--- src/rtl/iir_pkg.sv ---
// rtl/iir_pkg.sv - shared state encoding and coefficient helpers for the IIR coefficient controller
package iir_pkg;

  typedef enum logic [1:0] {
    IDLE  = 2'd0,
    ARMED = 2'd1,
    FLUSH = 2'd2
  } state_t;

  function automatic int tap_lsb(input int tap, input int width);
    return tap * width;
  endfunction

  function automatic logic [31:0] unity(input int frac);
    return 32'd1 << frac;
  endfunction

endpackage

--- src/rtl/iir_coeff_ctrl_if.sv ---
// rtl/iir_coeff_ctrl_if.sv - host coefficient write port (valid/ready)
interface iir_coeff_ctrl_if #(
  parameter int ADDR_W      = 4,
  parameter int COEFF_WIDTH = 16
);
  logic                   wr_valid;
  logic                   wr_ready;
  logic [ADDR_W-1:0]      wr_addr;
  logic [COEFF_WIDTH-1:0] wr_data;

  modport master (output wr_valid, output wr_addr, output wr_data, input wr_ready);
  modport slave  (input wr_valid, input wr_addr, input wr_data, output wr_ready);
endinterface

--- src/rtl/iir_coeff_ctrl_coeff_bank.sv ---
// rtl/iir_coeff_ctrl_coeff_bank.sv - coefficient register bank with write port and parallel load
module coeff_bank
  import iir_pkg::*;
#(
  parameter int ENTRIES     = 5,
  parameter int COEFF_WIDTH = 16,
  parameter int COEFF_FRAC  = 14,
  parameter int ADDR_W      = 4
) (
  input  logic                           clk,
  input  logic                           rst_n,
  input  logic                           we,
  input  logic [ADDR_W-1:0]              waddr,
  input  logic [COEFF_WIDTH-1:0]         wdata,
  input  logic                           load,
  input  logic [ENTRIES*COEFF_WIDTH-1:0] load_data,
  output logic [ENTRIES*COEFF_WIDTH-1:0] q
);

  // Entry 0 resets to unity gain so an unconfigured filter passes samples through.
  localparam logic [COEFF_WIDTH-1:0] UNITY = COEFF_WIDTH'(unity(COEFF_FRAC));
  localparam logic [ENTRIES*COEFF_WIDTH-1:0] RESET_Q = (ENTRIES*COEFF_WIDTH)'(UNITY);

  always_ff @(posedge clk or negedge rst_n) begin
    if (!rst_n) begin
      q <= RESET_Q;
    end else if (load) begin
      q <= load_data;
    end else if (we) begin
      for (int k = 0; k < ENTRIES; k++) begin
        if (waddr == ADDR_W'(k)) q[tap_lsb(k, COEFF_WIDTH) +: COEFF_WIDTH] <= wdata;
      end
    end
  end

endmodule

--- src/rtl/iir_coeff_ctrl.sv ---
// rtl/iir_coeff_ctrl.sv - shadow/active IIR coefficient banks with sample-aligned swap and delay-line flush
module iir_coeff_ctrl
  import iir_pkg::*;
#(
  parameter int N            = 3,
  parameter int M            = 2,
  parameter int COEFF_WIDTH  = 16,
  parameter int COEFF_FRAC   = 14,
  parameter int FLUSH_CYCLES = 4,
  parameter int ADDR_W       = 4
) (
  input  logic                     clk,
  input  logic                     rst_n,
  iir_coeff_ctrl_if.slave          wr,
  input  logic                     commit,
  input  logic                     sample_en,
  output logic [COEFF_WIDTH*N-1:0] packed_b_coeffs,
  output logic [COEFF_WIDTH*M-1:0] packed_a_coeffs,
  output logic                     filt_clr_n,
  output logic                     swapped,
  output logic                     busy,
  output logic                     err
);

  localparam int ENTRIES = N + M;
  localparam int CNT_W   = (FLUSH_CYCLES > 1) ? $clog2(FLUSH_CYCLES) : 1;

  state_t                         state;
  logic                           ready_q;
  logic [CNT_W-1:0]               cnt;
  logic [ENTRIES*COEFF_WIDTH-1:0] shadow_q;
  logic [ENTRIES*COEFF_WIDTH-1:0] active_q;
  logic                           wr_fire;
  logic                           in_range;
  logic                           swap_now;

  assign wr.wr_ready = ready_q;
  assign wr_fire     = wr.wr_valid & ready_q;
  assign in_range    = {1'b0, wr.wr_addr} < (ADDR_W+1)'(ENTRIES);
  assign swap_now    = (state == ARMED) & sample_en;

  coeff_bank #(
    .ENTRIES(ENTRIES), .COEFF_WIDTH(COEFF_WIDTH), .COEFF_FRAC(COEFF_FRAC), .ADDR_W(ADDR_W)
  ) u_shadow (
    .clk(clk), .rst_n(rst_n),
    .we(wr_fire), .waddr(wr.wr_addr), .wdata(wr.wr_data),
    .load(1'b0), .load_data('0),
    .q(shadow_q)
  );

  coeff_bank #(
    .ENTRIES(ENTRIES), .COEFF_WIDTH(COEFF_WIDTH), .COEFF_FRAC(COEFF_FRAC), .ADDR_W(ADDR_W)
  ) u_active (
    .clk(clk), .rst_n(rst_n),
    .we(1'b0), .waddr('0), .wdata('0),
    .load(swap_now), .load_data(shadow_q),
    .q(active_q)
  );

  assign packed_b_coeffs = active_q[COEFF_WIDTH*N-1:0];
  assign packed_a_coeffs = active_q[COEFF_WIDTH*ENTRIES-1:COEFF_WIDTH*N];

  always_ff @(posedge clk or negedge rst_n) begin
    if (!rst_n) begin
      state      <= IDLE;
      ready_q    <= 1'b1;
      filt_clr_n <= 1'b1;
      swapped    <= 1'b0;
      busy       <= 1'b0;
      err        <= 1'b0;
      cnt        <= '0;
    end else begin
      swapped <= 1'b0;
      case (state)
        IDLE: begin
          if (wr_fire && !in_range) err <= 1'b1;
          // A commit clears err even if this cycle's write was out of range.
          if (commit) begin
            state   <= ARMED;
            ready_q <= 1'b0;
            busy    <= 1'b1;
            err     <= 1'b0;
          end
        end
        ARMED: begin
          if (sample_en) begin
            swapped <= 1'b1;
            if (FLUSH_CYCLES > 0) begin
              state      <= FLUSH;
              filt_clr_n <= 1'b0;
              cnt        <= CNT_W'(FLUSH_CYCLES - 1);
            end else begin
              state   <= IDLE;
              ready_q <= 1'b1;
              busy    <= 1'b0;
            end
          end
        end
        FLUSH: begin
          if (cnt == '0) begin
            state      <= IDLE;
            filt_clr_n <= 1'b1;
            ready_q    <= 1'b1;
            busy       <= 1'b0;
          end else begin
            cnt <= cnt - 1'b1;
          end
        end
        default: begin
          state      <= IDLE;
          ready_q    <= 1'b1;
          filt_clr_n <= 1'b1;
          busy       <= 1'b0;
        end
      endcase
    end
  end

endmodule

--- src/flat_wrapper.sv ---
// flat-port wrapper written by rule: the top's interface ports become plain ports
module iir_coeff_ctrl_flat import iir_pkg::*;
#(
  parameter int N            = 3,
  parameter int M            = 2,
  parameter int COEFF_WIDTH  = 16,
  parameter int COEFF_FRAC   = 14,
  parameter int FLUSH_CYCLES = 4,
  parameter int ADDR_W       = 4
)
  (clk, rst_n, commit, sample_en, packed_b_coeffs, packed_a_coeffs, filt_clr_n, swapped, busy, err, wr_wr_valid, wr_wr_addr, wr_wr_data, wr_wr_ready);
  iir_coeff_ctrl_if #(.ADDR_W(ADDR_W), .COEFF_WIDTH(COEFF_WIDTH)) wr_i ();
  input  logic clk;
  input  logic rst_n;
  input  logic commit;
  input  logic sample_en;
  output logic [COEFF_WIDTH*N-1:0] packed_b_coeffs;
  output logic [COEFF_WIDTH*M-1:0] packed_a_coeffs;
  output logic filt_clr_n;
  output logic swapped;
  output logic busy;
  output logic err;
  input wire logic [$bits(wr_i.wr_valid)-1:0] wr_wr_valid;
  input wire logic [$bits(wr_i.wr_addr)-1:0] wr_wr_addr;
  input wire logic [$bits(wr_i.wr_data)-1:0] wr_wr_data;
  output wire logic [$bits(wr_i.wr_ready)-1:0] wr_wr_ready;
  assign wr_i.wr_valid = wr_wr_valid;
  assign wr_i.wr_addr = wr_wr_addr;
  assign wr_i.wr_data = wr_wr_data;
  assign wr_wr_ready = wr_i.wr_ready;
  iir_coeff_ctrl #(.N(N), .M(M), .COEFF_WIDTH(COEFF_WIDTH), .COEFF_FRAC(COEFF_FRAC), .FLUSH_CYCLES(FLUSH_CYCLES), .ADDR_W(ADDR_W)) u_core (.clk(clk), .rst_n(rst_n), .wr(wr_i), .commit(commit), .sample_en(sample_en), .packed_b_coeffs(packed_b_coeffs), .packed_a_coeffs(packed_a_coeffs), .filt_clr_n(filt_clr_n), .swapped(swapped), .busy(busy), .err(err));
endmodule
--- config.mk ---
export PLATFORM = sky130hd
export DESIGN_NAME = iir_coeff_ctrl_flat
export DESIGN_NICKNAME = d
export VERILOG_FILES = /design/src/rtl/iir_pkg.sv /design/src/rtl/iir_coeff_ctrl_if.sv /design/src/rtl/iir_coeff_ctrl_coeff_bank.sv /design/src/rtl/iir_coeff_ctrl.sv /design/src/flat_wrapper.sv
export SDC_FILE = /design/constraint.sdc
export NUM_CORES = 1
export LEC_CHECK = 0
export CORE_UTILIZATION = 35
export DETAILED_ROUTE_END_ITERATION = 10
export HOLD_SLACK_MARGIN = 0.06
export SYNTH_ARGS = -nofsm -noshare
export SYNTH_HDL_FRONTEND = slang
export SYNTH_SLANG_ARGS = --single-unit
--- constraint.sdc ---
create_clock -name clk -period 1.7 [get_ports clk]
set_input_delay 0.51 -clock clk [delete_from_list [all_inputs] [get_ports clk]]
set_output_delay 0.51 -clock clk [all_outputs]
set_load 0.005 [all_outputs]
# [Yosys cells after proc, flatten, opt, wreduce, memory -nomap -nowiden]
# Index checks and enable logic that the tools add are counted.
[word_totals] reg_bits=169 in_bits=25 out_inout_bits=85 elab_cells=65
[classes] addsub=1 bitwise_logic=4 mux=19 n_lt_le_gt_ge=1 n_eq_ne=10 n_reduce_logical=17
[op_table] op="AND reduction 2 bit" count=6
[op_table] op="AND reduction 3 bit" count=4
[op_table] op="two-way mux 2 bit" count=5
[op_table] op="two-way mux 1 bit" count=9
[op_table] op="case mux 1 bit (3 select lines)" count=3
[op_table] op="equality test 4 x 2 -> 1 bit, second input constant" count=2
[op_table] op="!= test 2 bit, second input constant" count=3
[op_table] op="case mux 2 bit (3 select lines)" count=1
[op_table] op="equality test 4 x 1 -> 1 bit, second input constant" count=1
[op_table] op="equality test 4 x 3 -> 1 bit, second input constant" count=1
[op_table] op="zero test 2 bit" count=2
[op_table] op="zero test 4 bit" count=1
[op_table] op="less-than comparator 4 x 3 -> 1 bit, second input constant" count=1
[op_table] op="case mux 2 bit (2 select lines)" count=1
[op_table] op="nonzero test 2 bit" count=2
[op_table] op="AND 1 bit" count=2
[op_table] op="equality test 2 x 1 -> 1 bit, second input constant" count=1
[op_table] op="equality test 2 bit, second input constant" count=1
[op_table] op="!= test 2 x 1 -> 1 bit, second input constant" count=1
[op_table] op="NOT 1 bit" count=2
[op_table] op="subtractor 2 x 1 -> 2 bit, second input constant" count=1
[op_table] op="logical AND 1 bit" count=1
[op_table] op="zero test 1 bit" count=1

# [Longest topological paths before layout]
[depth] ltp_word=5 ltp_mapped=7 depth_no_buf=5

# [Cells and area by module]
# Synthesis repeated with hierarchy kept, for this count alone.
[unflattened] cells_unflattened=962 area_unflattened_um2=8680.8
[modules_own_cells] mod="coeff_bank" area_each_um2=4119.0 cells_per_inst=459 n_inst=2
[modules_own_cells] mod="iir_coeff_ctrl" area_each_um2=442.9 cells_per_inst=44 n_inst=1

# [Least setup slack after synthesis]
# Ideal clock, no wire load.
[synth_timing] kind="input to register" start="in wr_wr_addr[2]" end="reg u_core.u_shadow.q[53]" setup_slack_ps=-47 cell_stages=5 arrival_time_ps=1622 path_buffers=2 setup_time_ps=125 path_cell_list="and4bb_4 -> and3_4 -> buf_6 -> buf_12 -> mux2_2"
[synth_between] elab_chain_cells=2
[synth_rtl] item="start: declaration" line_no="flat_wrapper.sv:24" rtl="input wire logic [$bits(wr_i.wr_addr)-1:0] wr_wr_addr;"
[synth_rtl] item="equality test 4 x 2 -> 1 bit" line_no="iir_coeff_ctrl_coeff_bank.sv:31" rtl="if (waddr == ADDR_W'(k)) q[tap_lsb(k, COEFF_WIDTH) +: COEFF_WIDTH] <= wdata;"
[synth_rtl] item="AND reduction 2 bit (no source line)"
[synth_rtl] item="end signal: assignment" line_no="iir_coeff_ctrl_coeff_bank.sv:28" rtl="q <= load_data;"
[synth_rtl] item="end signal: indexed assignment" line_no="iir_coeff_ctrl_coeff_bank.sv:31"
[synth_rtl] item="end: declaration" line_no="iir_coeff_ctrl_coeff_bank.sv:17" rtl="output logic [ENTRIES*COEFF_WIDTH-1:0] q"
# Every way passes these cells.
# A chain may end at the register's enable or synchronous reset.

# [Final worst setup path]
[layout_timing] start="in wr_wr_addr[2]" end="reg u_core.u_shadow.q[56]"
# The elaborated chain is that of the path after synthesis.

==> summary.md <==
| Metric | Value |
|---|---|
| Ys Warns | `0` |
| Final core utilization | `48.05%` |
| Share of cells above drive strength 1 | `44.53%` |
| Hold Fails Final Rpt | `0` |
| Synthesized cell area | `6489 µm²` |
| Yosys cell types | `28` |
| Die Y | `138.2 µm` |
| Final worst-path cycle share | `101.9%` |
| Syn avg cell area | `16.81 µm²` |
| Vias per cell | `4.739` |
| GRT overflow | `0` |
| Setup ws final | `-0.03156 ns` |
| Sequential fraction of the synthesis area | `65.25%` |
| Syn_nets | `412` |
| Nets@finish | `561` |
| Std-Cell Rows | `49` |
| Critical-path maximum fanout | `10` |
| Hold WS | `0.4992 ns` |
| Yosys top cell area share | `63.63%` |
| Clock sinks | `169` |
| I/O Buffers | `109` |
| Leading area contributor after synthesis | `dfrtp_1` |
| Crit Path Class | `input port to register` |
| Most frequent cells in the layout | `165 x dfrtp_1, 144 x mux2_2, 82 x dlygate4sd2_1` |
| Root Driver | `clkbuf_16` |
| Crit-path slowest cell | `clkdlybuf4s50_1` |
| Hold worst-path end | `u_core.u_active.q[17]` |
| Flops & latches, synth | `169` |
| Die Width | `138.2 µm` |
| Final wirelength | `13.56 mm` |
| Endpoints failing setup | `15` |
| Total number of vias | `3682` |
| Crit end category | `register` |
| Slew @ Worst Pin | `0.3476 ns` |
| Area delta synth->final | `33.92%` |
| Clk_skew | `0.01088 ns` |
| Result of the run | `complete, but fails checks` |
| Layout fillers | `1556` |
| FF-to-FF setup slack | `-0.02 ns` |
| Slowest cell delay on critical path | `0.44 ns` |
| I/O pin cnt | `110` |
| Worst min path class | `register to register` |
| Vias in the first global route | `4007` |
| Clk buf depth | `2` |
| Hold Path Depth | `1` |
| Worst Setup Start Kind | `input port` |
| Antenna violations before repair | `0` |
| # Max-Cap Violations | `0` |
| WL per Instance | `17.45 µm` |
| Top post-synthesis cells by area | `dfrtp_1 64%, mux2_2 28%, buf_6 2.1%` |
| Ant diodes | `0` |
| Slew Viols, Final | `0` |
| Overall Global Routing Usage | `15.21%` |
| Place WS | `-0.5109 ns` |
| Worst reg2reg startpoint | `u_core.wr.wr_ready` |
| WP data required | `2.00 ns` |
| CTS tree | `yes` |
| H-tree depth | `4` |
| Pin count of the biggest net entering global routing | `46` |
| Reg clk slew, reported paths | `0.07 ns` |
| Leakage power | `4.578 nW` |
| Fmax | `577.5 MHz` |
| Clk Latency, worst-skew pair | `0.42 ns` |
| WP data arrival | `2.04 ns` |
| Crit path cell chain | `clkdlybuf4s50_1 -> and4bb_4 -> and3_4 -> buf_12 -> mux2_4` |
| TritonCTS Buffers | `17` |
| First DRT Iteration DRCs | `131` |
| RePlAce Congestion | `0.6858` |
| 1st-pass router iterations | `9` |
| Initial core utilization | `35.88%` |
| Post-route ant nets | `0` |
| Maximum VDD drop | `0.7062 mV` |
| R2R depth | `5` |
| Tot Pwr | `14.17 mW` |
| DRC viols | `12` |
| Dpl hpwl | `8.994 mm` |
| Hold Crit Start | `u_core.u_shadow.q[17]` |
| First-pass GRT wire length | `22.14 mm` |
| Worst r2r dst | `u_core.u_shadow.q[56]` |
| Power per Cell Area | `1630 nW/µm²` |
| Final Critical Period | `1.732 ns` |
| Commonest non-fill, non-tap cell in the layout | `dfrtp_1` |
| Die Area | `19090 µm²` |
| RSZ-0062 raised after global routing | `true` |
| Violated checks | `design-rule violations, negative setup slack` |
| Rel. slew slack | `76.82%` |
| Core ar. | `18090 µm²` |
| Syn Inst Count | `386` |
-- cell usage after synthesis --
master	instances
nor2b_1	2
buf_4	2
a221oi_1	1
buf_2	2
buf_12	1
ha_1	1
buf_6	12
and4bb_4	1
mux2i_1	1
dfrtp_1	165
dfstp_2	4
a21oi_1	5
nand2_1	3
a31oi_1	2
nand2_2	1
nand3b_4	2
inv_1	3
nor4bb_1	1
nand2b_1	2
or2_1	1
nand4_2	1
mux2_2	160
and3_4	1
inv_2	1
nor2_1	6
a21o_1	1
nor3_1	2
o21ai_0	2
-- stage by stage --
stage               cell area [µm²]  setup TNS (ns)  instances
detailed placement             8053          -64.44        729
floorplan                      6526         -0.3357        386
global route                   8690         -0.5590        777
finish                         8690         -0.2664        777
CTS                            8682         -0.4503        774
global placement               8053          -62.38        729
-- kinds of logic after synthesis --
logic type,after synthesis,share of synthesized area (%)
AO/OA/AOI/OAI,11,0.9834
flip-flops,169,65.25
buffers and inverters,21,3.008
AND/OR/NAND/NOR,23,2.642
multiplexers,161,27.92
adder cells (fa/ha/maj),1,0.1928
-- per-layer routing --
metal	part of all wire, %	routed length (µm)	track usage (%)
met2	51	6911	25.73
met5	0	0	0
met1	44	5904	18.78
met3	4.4	603	4.745
met4	1.0	142	4.317
-- critical path: cells and delay by family --
kind | cells | cell delay [ns]
buffers and inverters | 2 | 0.60
and+or+nand+nor | 2 | 0.62
muxes | 1 | 0.31
-- final cells by class --
cell class | instances | area (µm²) | area share (%)
clock buffers | 19 | 442.9 | 5.097
clock inverters | 13 | 157.7 | 1.814
inverters | 4 | 17.52 | 0.2016
multi-input cells | 196 | 2122 | 24.42
flip-flops and latches | 169 | 4234 | 48.73
well taps | 229 | 286.5 | 3.297
repair buffers | 147 | 1429 | 16.44
-- state kept, by name (all words and copies together) (netlist names) --
name and count:
u_core.u_active.q 80, u_core.err 1, u_core.busy 1, u_core.u_shadow.q 80, u_core.wr.wr_ready 1, u_core.swapped 1
u_core.filt_clr_n 1, u_core.cnt 2, u_core.state 2
-- how the worst max path moves through the flow --
stage	endpoint	from	slack [ns]	cells after the start
finish	u_core.u_shadow.q[56]	wr_wr_addr[2]	-0.03	5
detailed placement	u_core.u_active.q[78]	sample_en	-0.51	6
floorplan	u_core.u_shadow.q[53]	wr_wr_addr[3]	-0.03	5
global route	u_core.u_shadow.q[54]	u_core.wr.wr_ready	-0.05	5
global placement	u_core.u_active.q[10]	sample_en	-0.48	6
CTS	u_core.u_shadow.q[56]	u_core.wr.wr_ready	-0.04	5
-- report_power, final --
group | switching, mW | internal, mW
Clock | 1.63 | 2.24
Combinational | 1.40 | 2.54
Sequential | 0.794 | 5.56
-- repair_timing --
action,4_1_cts,5_1_grt
hold endpoints to repair,29,0
endpoints found under the setup margin,117,51
hold buffers,1,0
setup buffers,12,3
pin swaps,0,1
resized for setup,97,4
Power figures use the tool's default switching activity.
